[src/rtl/m_gshare_predictor.sv]
// m_gshare_predictor: gshare branch direction predictor with init sweep and speculative history
// Ports:
//   w_clock, w_rst_n             clock (rising edge), asynchronous active-low reset
//   w_ready                      high once every table entry has been initialised
//   w_lookup, w_ra               fetch-stage lookup valid and PC index bits
//   w_prediction                 predicted taken (MSB of the indexed counter)
//   w_pred_idx, w_pred_hist      hashed index and history snapshot for the pipeline
//   w_we, w_wa, w_token          resolve-stage counter update: index and actual outcome
//   w_mispredict, w_hist_restore history repair on a mispredicted branch
module m_gshare_predictor #(
    parameter int IDX_W    = 5,
    parameter int CTR_W    = 2,
    parameter int HIST_W   = 5,
    parameter int INIT_VAL = 1
) (
    input  logic              w_clock,
    input  logic              w_rst_n,
    output logic              w_ready,
    input  logic              w_lookup,
    input  logic [IDX_W-1:0]  w_ra,
    output logic              w_prediction,
    output logic [IDX_W-1:0]  w_pred_idx,
    output logic [HIST_W-1:0] w_pred_hist,
    input  logic              w_we,
    input  logic [IDX_W-1:0]  w_wa,
    input  logic              w_token,
    input  logic              w_mispredict,
    input  logic [HIST_W-1:0] w_hist_restore
);
    typedef enum logic {INIT, RUN} state_t;
    state_t state, state_nxt;
    logic [IDX_W-1:0] ptr;
    logic [HIST_W-1:0] ghr, ghr_nxt;
    logic [CTR_W-1:0] table_q [2**IDX_W];
    logic [CTR_W-1:0] cur, upd;
    logic run;
    assign run = state == RUN;
    assign w_ready = run;
    assign w_pred_hist = ghr;
    assign w_pred_idx = w_ra ^ IDX_W'(ghr);
    assign w_prediction = run ? table_q[w_pred_idx][CTR_W-1] : 1'b0;
    assign cur = table_q[w_wa];
    assign upd = w_token ? ((&cur) ? cur : cur + 1'b1) : ((|cur) ? cur - 1'b1 : cur);
    always_comb begin
        state_nxt = state;
        ghr_nxt = ghr;
        if (!run && &ptr)
            state_nxt = RUN;
        // A mispredict repair outranks the speculative shift of a same-cycle lookup;
        // the truncating casts give the left shift for any HIST_W, including 1.
        if (run)
            ghr_nxt = (w_we && w_mispredict) ? HIST_W'({w_hist_restore, w_token})
                    : w_lookup ? HIST_W'({ghr, w_prediction}) : ghr;
    end
    always_ff @(posedge w_clock or negedge w_rst_n) begin
        if (!w_rst_n) begin
            state <= INIT;
            ptr <= '0;
            ghr <= '0;
        end else begin
            state <= state_nxt;
            ghr <= ghr_nxt;
            ptr <= run ? ptr : ptr + 1'b1;
        end
    end
    // Table storage has no reset: the sweep rewrites every entry after reset.
    always_ff @(posedge w_clock) begin
        if (!run)
            table_q[ptr] <= CTR_W'(INIT_VAL);
        else if (w_we)
            table_q[w_wa] <= upd;
    end
endmodule

[config.mk]
export PLATFORM = sky130hd
export DESIGN_NAME = m_gshare_predictor
export DESIGN_NICKNAME = d
export VERILOG_FILES = /design/src/rtl/m_gshare_predictor.sv
export SDC_FILE = /design/constraint.sdc
export NUM_CORES = 1
export LEC_CHECK = 0
export ABC_AREA = 1
export CORE_MARGIN = 2
export CORE_UTILIZATION = 62
export CTS_CLUSTER_SIZE = 40
export DETAILED_ROUTE_END_ITERATION = 7
export PLACE_DENSITY = 0.85
export SLEW_MARGIN = 20
export SYNTH_ARGS = -nofsm -noshare
export SYNTH_HDL_FRONTEND = slang
export SYNTH_SLANG_ARGS = --single-unit
[constraint.sdc]
create_clock -name w_clock -period 3.16 [get_ports w_clock]
set_input_delay 0.632 -clock w_clock [delete_from_list [all_inputs] [get_ports w_clock]]
set_output_delay 0.632 -clock w_clock [all_outputs]
set_load 0.05 [all_outputs]
Word-level counts from Yosys, hierarchy flattened
Memories as Yosys holds them, arrays and structs flattened.
Index checks and enable logic that the tools add are counted.
Cells by class
  add/subtract/negate cells: 3
  muxes and demuxes: 13
  bitwise operators: 1
  reductions and logical operators: 9
Operator list (number)
  $mux W5: 3
  $mux W2: 4
  $mux W1: 6
  $add A5 B1 Y5 const B: 1
  $reduce_and A5 Y1: 1
  $xor A5 B5 Y5: 1
  $reduce_and A2 Y1: 2
  $reduce_or A2 Y1: 2
  $add A2 B1 Y2 const B: 1
  $logic_and A1 B1 Y1: 2
  $reduce_bool A2 Y1: 1
  $sub A2 B1 Y2 const B: 1
  $logic_not A1 Y1: 1
Word-level totals
  flip-flop bits (word level): 11
  RAM bits: 64
  input bits: 21
  output and inout port bits: 12
  memories kept: 1
Memories
  table_q: depth 32, width 2, rd ports 2, clocked after Yosys merged registers in 0, write ports 1, line 34  | logic [CTR_W-1:0] table_q [2**IDX_W];

Depth between registers and ports, before layout
  word-level depth: 5
  depth in mapped cells: 14
  gate-level depth less buffers: 13

Least setup slack after synthesis
Ideal clock, no wire load.
  path type: flip-flop to output port
  from: reg ghr[0], in the netlist w_pred_hist[0]
  to: out w_prediction
  arrival time: 2.039 ns
  required time: 2.528 ns
  setup slack: 0.489 ns
  cell stages (with the launch flop): 12
  cells stage by stage: dfrtp_1 -> nand2_1 -> nand2_1 -> buf_2 -> nand2_1 -> nand3_1 -> nand3_1 -> nand3_1 -> nand2_1 -> nand2_1 -> nand3_2 -> inv_1
On the way
  longest elaborated chain between the ends: 3
Ends and longest elaborated chain
  start: declaration: line 33  | logic [HIST_W-1:0] ghr, ghr_nxt;
  start signal: assignment: line 62  | ghr <= ghr_nxt;
  $xor A5 B5 Y5: line 40  | assign w_pred_idx = w_ra ^ IDX_W'(ghr);
  net w_pred_idx[0]: line 22  | output logic [IDX_W-1:0] w_pred_idx,
  $mem_v2 Z32 W2
  $mux W1: line 41  | assign w_prediction = run ? table_q[w_pred_idx][CTR_W-1] : 1'b0;
  end: declaration: line 21  | output logic w_prediction,
The timed path passes the listed nets, and every way through them passes these cells.

Worst setup path in the final report
  from: in w_ra[1]
  to: out w_prediction
On the way
  longest elaborated chain between the ends: 3
Ends and longest elaborated chain
  start: declaration: line 20  | input logic [IDX_W-1:0] w_ra,
  $xor A5 B5 Y5: line 40
  $mem_v2 Z32 W2
  $mux W1: line 41
No other way between the ends.

==> results.cfg <==
[power_and_ir_drop]
peakVddDrop_uv = 395
leakagePower_nw = 1.70
cellPowerDensity_mw_per_mm2 = 576

[sta]
maxSlewViolCount = 0
max_slew.worst_pin.slew_ns = 0.539
tns_ns = 0
hold_viol_final = 0
setup_viol = 0
fin_crit_ns = 3.03
slew_headroom_pct = 63.7
rsz0062_at_grt = no
max_clock_freq_mhz = 330
skew_ns = 0.00687
fin_crit_sh_pct = 95.9

[yosys]
ys.flop_type = edfxtp_1
netlist_area_sq_mm = 0.00373
ys_ff_latch = 75
synth_area_leader_cell = edfxtp_1
synth-edff-count = 64
yosysWarnings = 0
synthDistinctLibCells = 28
synth.most_common_cell = nand2_1
ys_async_sr_fraction_pct = 14.7
ys_seq_area_share_pct = 58.9
synthTopCellsByCount = nand2_1 (97), nor2_1 (71), edfxtp_1 (64), nand3_1 (53), o21ai_0 (30)
synthTopCellsByArea = edfxtp_1 (52%), nand2_1 (9.8%), dfrtp_1 (7.4%)
syn_inst = 404
synth_nets = 427
yosysTopAreaCellShare_pct = 51.5
avgSynthCellArea_sq_um = 9.23

[placement]
port_buffers = 31
dp.cells = 511
gp_congestion = 0.936
dp_hpwl_mm = 6.33

[worst_setup_path]
path_cells = clkdlybuf4s50_1 > xor2_4 > nand3_1 > nand3_1 > nand3_1 > nand2_1 > nand2_1 > nand3_2 > inv_1 > buf_12
end_kind = primary output
rrSetupSlack_ns = 0.98
start_kind = input port
critical_path_arrival_ns = 2.40
required_ns = 2.53
critical_path_class = in2out
cp_slowest_cell = clkdlybuf4s50_1
path_max_fanout = 9
path_common_cell = nand3_1
cpPeakStageDelay_ns = 0.63

[cts]
cts_max_level = 3
clk_pin_slew_ns = 0.07
cts.sinks = 75
cts_hold_repair.buffers = 0
root_buffer = clkbuf_8
cts_tree = done
cts_made_buffers = 9
ctsLongestPathBuffers = 2
clk_latency_ns = 0.35

[routing]
drt-total-wl_mm = 9.38
via_per_inst = 6.04
drtPass1Iterations = 7
antenna_left = 0
drtIter0Drc = 443
drc = 0
post_drt_wl_per_cell_um = 17.8
routed-via-count = 3182

[global_route]
grt_util_all_layers_pct = 30.0
use_met3_pct = 8.68
grt_start_max_net_pins = 33
met2_usage_pct = 45.5
first_global_vias = 2899
grt_use_met1_pct = 40.7
grt_antenna_before_repair = 0
grt_pass1_wl_mm = 14.3
busiest_layer = met2
grt_overflow_total = 0

[worst_hold_path]
hold_path_class = reg2reg

[layout]
drive_gt1_share_pct = 9.07
syn2layout_area_growth_pct = 17.3
antennaDiodeCount = 0
fin_cells = 527
finalNetCount = 470

[floorplan]
placementRows = 28
start_util_pct = 63.8
pin_count = 33
die_w_um = 81.6
chipHeight_um = 81.6
core-area_sq_mm = 0.00585
dieArea_sq_mm = 0.00665

[run]
drv_cap = 0

[run_status]
outcome = completed
power by group:
part | internal, mW | leakage (nW) | switching (mW)
clock | 0.288 | 0.0876 | 0.358
sequential | 1.11 | 0.697 | 0.0287
combinational | 0.261 | 0.914 | 0.477
total | 1.66 | 1.70 | 0.864
repair_timing:
| item | in CTS | in global routing |
|---|---|---|
| buffers inserted | 0 | 0 |
| endpoints found under the setup margin | 0 | 1 |
| resized for setup | 0 | 1 |
stage by stage:
step | total power, mW | util (%) | hold slack (ns) | setup slack [ns] | area [sq um]
4_1_cts | 2.52 | 74.8 | 0.535 | 0.0530 | 4370
2_1_floorplan | 1.61 | - | 0.336 | 0.489 | 3730
3_3_place_gp | 1.87 | 71.8 | 0.506 | 0.146 | 4200
5_1_grt | 2.63 | 74.8 | 0.573 | 0.0220 | 4380
6_report | 2.52 | 74.8 | 0.533 | 0.130 | 4380
3_5_place_dp | 1.89 | 71.8 | 0.514 | 0.0595 | 4200
path summary, 6_finish.rpt:
| kind | cells past startpoint | startpoint | endpoint |
|---|---|---|---|
| worst min register to register | 2 | ptr[4]$_DFFE_PN0N_ | ptr[4]$_DFFE_PN0N_ |
| max in group asynchronous | 1 | w_rst_n | ptr[1]$_DFFE_PN0N_ |
| worst min-delay path | 2 | ptr[4]$_DFFE_PN0N_ | ptr[4]$_DFFE_PN0N_ |
| worst max register to register | 6 | w_ready$_DFFE_PN0P_ | table_q[2][1]$_DFFE_PP_ |
| worst max-delay path | 10 | w_ra[1] | w_prediction |
| min in group asynchronous | 1 | w_rst_n | w_pred_hist[4]$_DFFE_PN0P_ |
routing by layer:
metal	wire, um	part of all wire [%]	vias up
met4	286	3.0	0
met1	3740	40	1485
met5	0	0	-
li1	-	-	1482
met2	4430	47	184
met3	921	9.8	31
flip-flops by register name, summed over array words and instances (netlist names):
name / count
w_pred_hist: 5
table_q: 64
ptr: 5
w_ready: 1
critical path: cells and delay by family:
| family | cells | cell delay (ns) |
|---|---|---|
| XOR/XNOR | 1 | 0.38 |
| AND/OR/NAND/NOR | 6 | 0.54 |
| buffers and inverters | 3 | 0.84 |
cells by family (layout without fill, tap and decap cells):
kind of cell | Yosys count | after routing | share of synthesized area, %
flip-flops | 75 | 75 | 58.9
AND/OR/NAND/NOR | 226 | 226 | 25.0
buffers and inverters | 39 | 87 | 4.43
AO/OA/AOI/OAI | 55 | 55 | 8.69
XOR/XNOR | 7 | 7 | 2.35
adder cells (fa/ha/maj) | 2 | 2 | 0.671
cells in the final DEF (no fill, tap or decap), types with 11 or more instances in the layout:
cell type,instances
buf_4,15
o21ai_0,30
nand2_1,96
inv_1,24
edfxtp_1,64
clkdlybuf4s50_1,27
nor2_1,71
nand3_1,53
dfrtp_1,11
final cells by class:
type,instances,area (sq um)
Tap cell,75,93.8
Clock inverter,7,51.3
Multi-Input combinational cell,290,1370
Fill cell,395,1470
Inverter,26,97.6
Clock buffer,9,124
Timing Repair Buffer,45,443
Sequential cell,75,2200
No activity file was read; power rests on OpenSTA's default activity.
